## config.mk

```make
export PLATFORM = sky130hd
export DESIGN_NAME = alu_result_fifo
export DESIGN_NICKNAME = d
export VERILOG_FILES = /design/src/rtl/alu_result_fifo.sv
export SDC_FILE = /design/constraint.sdc
export NUM_CORES = 1
export LEC_CHECK = 0
export ABC_AREA = 1
export CAP_MARGIN = 0
export CORE_ASPECT_RATIO = 1.5
export CORE_MARGIN = 2
export CORE_UTILIZATION = 50
export DETAILED_ROUTE_END_ITERATION = 16
export PLACE_DENSITY = 0.74
export SKIP_CTS_REPAIR_TIMING = 1
export SYNTH_ARGS = -nofsm -noshare
export SYNTH_HDL_FRONTEND = slang
export SYNTH_SLANG_ARGS = --single-unit
export TNS_END_PERCENT = 1
```

## constraint.sdc

```tcl
create_clock -name clk -period 5.8 [get_ports clk]
set_input_delay 0.58 -clock clk [delete_from_list [all_inputs] [get_ports clk]]
set_output_delay 0.58 -clock clk [all_outputs]
set_load 0.01 [all_outputs]
```

## src/rtl/alu_result_fifo.sv

```systemverilog
// alu_result_fifo: first-word-fall-through FIFO holding ALU results
// {sel, flag, cout, sum, mult} between the ALU stage and its consumers.
// Both sides use valid/ready; in_ready depends only on stored state.
module alu_result_fifo #(
    parameter int unsigned DEPTH = 4,
    parameter int unsigned WIDTH = 32
) (
    input  logic                     clk,
    input  logic                     rst,
    input  logic                     in_valid,
    output logic                     in_ready,
    input  logic [3:0]               in_sel,
    input  logic                     in_flag,
    input  logic                     in_cout,
    input  logic [WIDTH-1:0]         in_sum,
    input  logic [WIDTH-1:0]         in_mult,
    output logic                     out_valid,
    input  logic                     out_ready,
    output logic [3:0]               out_sel,
    output logic                     out_flag,
    output logic                     out_cout,
    output logic [WIDTH-1:0]         out_sum,
    output logic [WIDTH-1:0]         out_mult,
    output logic [$clog2(DEPTH):0]   count,
    output logic [15:0]              pushed
);

    localparam int unsigned PtrW   = $clog2(DEPTH);
    localparam int unsigned EntryW = 2 * WIDTH + 6;

    localparam logic [PtrW:0]   FullCount = (PtrW + 1)'(DEPTH);
    localparam logic [PtrW:0]   CountOne  = (PtrW + 1)'(1);
    localparam logic [PtrW-1:0] PtrOne    = PtrW'(1);

    // Storage is deliberately not reset; only pointers and counters are.
    logic [EntryW-1:0] mem_q [DEPTH];
    logic [PtrW-1:0]   wr_ptr_q;
    logic [PtrW-1:0]   rd_ptr_q;
    logic [PtrW:0]     count_q;
    logic [15:0]       pushed_q;

    logic              push;
    logic              pop;
    logic [EntryW-1:0] in_entry;

    // Handshake decode; ready/valid come from registered state only.
    always_comb begin
        in_ready  = (count_q != FullCount);
        out_valid = (count_q != '0);
        push      = in_valid & in_ready & ~rst;
        pop       = out_valid & out_ready;
        in_entry  = {in_sel, in_flag, in_cout, in_sum, in_mult};
    end

    // Head entry is read straight from the array: no input-to-output path.
    always_comb begin
        {out_sel, out_flag, out_cout, out_sum, out_mult} = mem_q[rd_ptr_q];
        count  = count_q;
        pushed = pushed_q;
    end

    // Write the accepted entry at the tail.
    always_ff @(posedge clk) begin
        if (push) begin
            mem_q[wr_ptr_q] <= in_entry;
        end
    end

    // Pointers, occupancy and the wrapping push counter.
    always_ff @(posedge clk) begin
        if (rst) begin
            wr_ptr_q <= '0;
            rd_ptr_q <= '0;
            count_q  <= '0;
            pushed_q <= '0;
        end else begin
            if (push) begin
                wr_ptr_q <= wr_ptr_q + PtrOne;
                pushed_q <= pushed_q + 16'd1;
            end
            if (pop) begin
                rd_ptr_q <= rd_ptr_q + PtrOne;
            end
            unique case ({push, pop})
                2'b10:   count_q <= count_q + CountOne;
                2'b01:   count_q <= count_q - CountOne;
                default: count_q <= count_q;
            endcase
        end
    end

endmodule

```

==> flow_summary.toml, run 1 <==
[outcome]
status = "finished clean"

[global_routing]
grt_antenna_before_repair = 0
grt_max_degree = 113
grt_pass1_vias = 7015
grt_pass1_wl_um = 37200
gr-total-overflow = 0
grt_usage = 0.196

[sta]
setup_viol = 0
finClkSkew_ns = 0.0110
period_share = 0.692
grt_setup_unrepaired = "false"
worst_pin_slew_ns = 1.09
finalHoldViolations = 0
fin_crit_ns = 4.02
maxSlewViolCount = 0
finalSetupTns_ns = 0
fmax_mhz = 249
relSlewSlack = 0.275

[logic_synthesis]
synth-simple-area-share = 0.0827
seq_area_frac_synth = 0.763
syn_nets = 946
synth_top_family_by_area = "compound AO/OA/AOI/OAI gates"
yosys.area.top_type_share = 0.720
ys_ff_latch = 305
synth_fa_ha_area_frac = 0.00814
synth-compound-area-share = 0.111
synthCells = 865
synth_cell_types = 30
post_synth_mux_area_share = 0
synth_edf_count = 280
syn_area_um2 = 11700
synth_top_flop_cell = "edfxtp_1"
ys.warnings.count = 0
yosys.area.top_type = "edfxtp_1"
synthTopCellsByArea = "edfxtp_1, nor2_1, o21ai_0, dfxtp_1, o22ai_1"
avgSynthCellArea_um2 = 13.5
ys_async_sr_fraction = 0
synth_xor_area_frac = 0

[clock_network]
cts_tree = "built"
htree_num_levels = 1
cts_buffers = 26
cts-root-buf = "clkbuf_16"
clock_latency_ns = 0.53
clockBufferDepth = 3
clk_pin_slew_ns = 0.07
cts_num_sinks = 305

[final_layout]
mostFrequentLayoutCells = "edfxtp_1, nor2_1, clkdlybuf4s50_1"
num_antenna_cells = 0
final_common_cell = "edfxtp_1"
fillers = 1677
drive_gt1_frac = 0.0665
fin_nets = 1100
areaGrowthSynthToFinish_pct = 22.8

[placement]
portBuffers = 164
routabilityCongestion = 0.822
post-dp-hpwl_um = 14600

[critical_path]
crit_top_cell = "buf_4"
critical_path_class = "register to primary output"
reg2reg_to = "mem_q[0][29]"
timing.rr.start = "count[1]"
path_cells = "buf_4, inv_2, buf_4, o21ai_0, o22ai_1, clkdlybuf4s50_1"
cp.arrival_ns = 3.44
critPathMaxFanout = 71
r2r_cells = 5
crit_required_ns = 5.22
slowest_delay_ns = 0.77
crit_end = "out_mult[16]"
crit_path_end_kind = "primary output"
critPathSlowestCell = "inv_2"
worst_setup_path_start_kind = "register"
r2r_setup_slack_ns = 3.36

[pwr]
p_per_area_nw_per_um2 = 378
p_sw_uw = 1460
p_sw_frac = 0.269
power_frac_clock = 0.310
total_power_uw = 5420
intPower_uw = 3960
ir_worst_vdd_v = 0.000231
pwr-share-seq = 0.467
leakagePower_uw = 0.00480
pwr-share-comb = 0.222

[die]
ios = 165
initial_utilization = 0.508
die_y_um = 191
die_w_um = 129
core_area_um2 = 23000
rows = 68
dieArea_um2 = 24600

[hold_path]
min_path_cells = 2
min_path_type = "register to register"

[drt]
vias = 7337
via_per_inst = 5.57
drt_iter0_markers = 610
route.detailed.drc = 0
ant_nets = 0
post_drt_wl_per_cell_um = 18.8
drt-total-wl_um = 24800
first_pass_iters = 5

[flow_run]
cap_violations = 0
logic make-up (layout without fill, tap and decap cells):
group / count (synthesis) / count (layout)
flops: 305 / 305
compound gates: 238 / 238
simple gates: 231 / 231
buf+inv: 84 / 257
fa+ha+maj: 7 / 7
final cells by class:
cell class | instances | area, µm² | share of cell area
Sequential cell | 305 | 8910 | 0.621
Multi-Input combinational cell | 476 | 2380 | 0.166
Timing Repair Buffer | 172 | 1700 | 0.119
Clock buffer | 33 | 772 | 0.0538
Tap cell | 280 | 350 | 0.0244
Inverter | 38 | 150 | 0.0105
Clock inverter | 14 | 71.3 | 0.00497
Yosys cell counts, types with 2 or more instances:
cell,n
edfxtp_1,280
nor2_1,168
o21ai_0,120
o22ai_1,70
nand2_1,37
inv_1,35
clkbuf_1,32
o21ai_1,31
dfxtp_1,25
a21oi_1,12
buf_6,12
nand3_1,9
ha_1,6
nand4_1,5
nand2_2,3
inv_4,2
nor2_2,2
nor2_8,2
nor3_1,2
o21bai_1,2
power groups by stage:
stage,clock [µW],combinational [µW],sequential (µW)
floorplan,0,637,2570
CTS,1700,1220,2530
finish,1680,1210,2530
global placement,0,1190,2580
global route,1780,1310,2540
detailed placement,0,1210,2580
critical path, delay by kind of cell (launching register included):
kind	cells	cell delay (ns)
buffers and inverters	4	2.10
flip-flops	1	0.31
AO/OA/AOI/OAI	2	0.43
state kept, by name (all words and copies together), names as in the netlist, named ones only:
signal / cells
wr_ptr_q: 2
count: 3
mem_q: 280
pushed: 16
rd_ptr_q: 2
worst min-delay path by stage:
| stage | startpoint | to | slack (ns) |
|---|---|---|---|
| after floorplan | rd_ptr_q[1] | register | 0.43 |
| after global placement | rd_ptr_q[1] | register | 0.44 |
| after detailed placement | pushed[4] | pushed[4] | 0.46 |
| after CTS | pushed[4] | pushed[4] | 0.47 |
| after global routing | rd_ptr_q[1] | register | 0.49 |
| final | pushed[13] | pushed[13] | 0.47 |
metal layers:
layer  track usage  wire (µm)  up-vias
li1              -          -     3472
met1         0.234       9340     3580
met2         0.350      13300      248
met3        0.0395       1610       37
met4        0.0702        627        0
met5             0          0        -
metrics by stage:
stage	cells	util	hold slack (ns)	worst slack [ns]	cell area [µm²]
2_1_floorplan	865	-	0.433	1.34	11700
3_3_place_gp	1271	0.588	0.444	2.35	13500
3_5_place_dp	1271	0.588	0.459	2.33	13500
4_1_cts	1318	0.624	0.471	1.77	14300
5_1_grt	1318	0.624	0.493	1.63	14300
6_report	1318	0.624	0.470	1.78	14300
(Power assumes the default switching activity.)
==> run 2: changes to the inputs <==
==> constraint.sdc (replaced) <==
create_clock -name clk -period 4 [get_ports clk]
set_input_delay 0.4 -clock clk [delete_from_list [all_inputs] [get_ports clk]]
set_output_delay 0.4 -clock clk [all_outputs]
set_load 0.01 [all_outputs]
==> flow_summary.toml, run 2 (same netlist as run 1, synthesis figures left out) <==
[sta]
finalSetupTns_ns = 0
hold_ws_ns = 0.469
relSlewSlack = 0.479
finalHoldViolations = 0
grt_setup_unrepaired = "false"
worst_pin_slew_ns = 0.781
period_share = 0.770
fin_crit_ns = 3.08
fmax_mhz = 325
maxSlewViolCount = 0
finClkSkew_ns = 0.0108
setup_viol = 0

[clock_network]
cts_buffers = 28
htree_num_levels = 1
cts_tree = "built"
cts_num_sinks = 305
clockBufferDepth = 3
cts-root-buf = "clkbuf_16"
clk_pin_slew_ns = 0.06
clock_latency_ns = 0.53

[flow_run]
cap_violations = 0

[critical_path]
reg2reg_to = "count[2]"
crit_path_end_kind = "primary output"
crit_required_ns = 3.60
worst_setup_path_start_kind = "register"
path_delay_family = "buffers and inverters"
slowest_delay_ns = 0.60
path_cells = "inv_2, buf_4, o21ai_0, o22ai_1, clkdlybuf4s50_1"
critPathMaxFanout = 32
critPathSlowestCell = "clkdlybuf4s50_1"
timing.rr.start = "count[1]"
cp.arrival_ns = 2.68
crit_buf_inv = 3
critical_path_class = "register to primary output"
r2r_cells = 10
r2r_setup_slack_ns = 1.92

[die]
rows = 68
die_y_um = 191
die_w_um = 129
dieArea_um2 = 24600
ios = 165
core_area_um2 = 23000
initial_utilization = 0.508

[drt]
route.detailed.drc = 0
first_pass_iters = 4
ant_nets = 0
post_drt_wl_per_cell_um = 18.4
via_per_inst = 5.45
vias = 7241
drt-total-wl_um = 24400
drt_iter0_markers = 475

[hold_path]
min_path_type = "register to register"
min_path_cells = 2
hold_start = "rd_ptr_q[1]"

[global_routing]
gr-total-overflow = 0
use_met3 = 0.0400
busiest_layer = "met2"
grt_antenna_before_repair = 1
grt_pass1_wl_um = 37600
grt_pass1_vias = 7285
grt_max_degree = 141
grt_usage = 0.197
met1_usage = 0.222
grt_util_met2 = 0.365

[pwr]
ir_worst_vdd_v = 0.000360
p_per_area_nw_per_um2 = 548
total_power_uw = 7920
leakagePower_uw = 0.00485

[placement]
post-dp-hpwl_um = 14300
routabilityCongestion = 0.848
portBuffers = 164

[final_layout]
final_common_cell = "edfxtp_1"
largest-register = "mem_q"
areaGrowthSynthToFinish_pct = 23.9
drive_gt1_frac = 0.0725
post-route-util = 0.630
fillers = 1715
largest_register_ffs = 280
fin_nets = 1108
mostFrequentLayoutCells = "edfxtp_1, nor2_1, clkdlybuf4s50_1"

[outcome]
status = "finished clean"
run 2: cell type report:
type / count / area, µm² / share of cell area
flip-flops and latches: 305 / 8910 / 0.616
repair buffers: 178 / 1800 / 0.124
multi-input cells: 476 / 2380 / 0.165
clock buffers: 31 / 733 / 0.0507
diodes: 1 / 2.50 / 0.000173
well taps: 280 / 350 / 0.0242
inverters: 38 / 150 / 0.0104
clock inverters: 20 / 131 / 0.00908
run 2: worst register-to-register path: stages (launching register included):
cell and delay, ns:
dfxtp_1 0.35, nor2_2 0.19, nand2_2 0.14, nand2_8 0.20
ha_1 0.18, inv_1 0.07, fa_1 0.38, a21oi_1 0.14
o21ai_0 0.11, o21ai_0 0.16, a21oi_1 0.05
run 2: stage by stage:
stage / worst slack [ns] / instances / instance area (µm²)
2_1_floorplan: -0.327 / 865 / 11700
5_1_grt: 0.777 / 1328 / 14500
6_report: 0.920 / 1329 / 14500
3_5_place_dp: 1.24 / 1277 / 13600
4_1_cts: 0.857 / 1328 / 14500
3_3_place_gp: 1.25 / 1277 / 13600
run 2: routing by layer:
| layer | vias to the layer above | wire, µm |
|---|---|---|
| met1 | 3491 | 9170 |
| met4 | 0 | 811 |
| li1 | 3503 | - |
| met2 | 191 | 13000 |
| met5 | - | 0 |
| met3 | 56 | 1440 |
run 2: power breakdown:
part | internal (µW) | switching (µW)
registers | 3600 | 41.3
clock network | 1390 | 1120
logic | 791 | 981
total | 5780 | 2140
run 2: how the worst max path moves through the flow:
stage,cells after the start,startpoint,end
after CTS,5,register,out_mult[12]
after global routing,5,register,out_mult[11]
after detailed placement,7,rst,mem_q[0][10]
final,5,register,out_mult[12]
after global placement,12,rst,count[2]
after floorplan,5,count[1],mem_q[0][0]
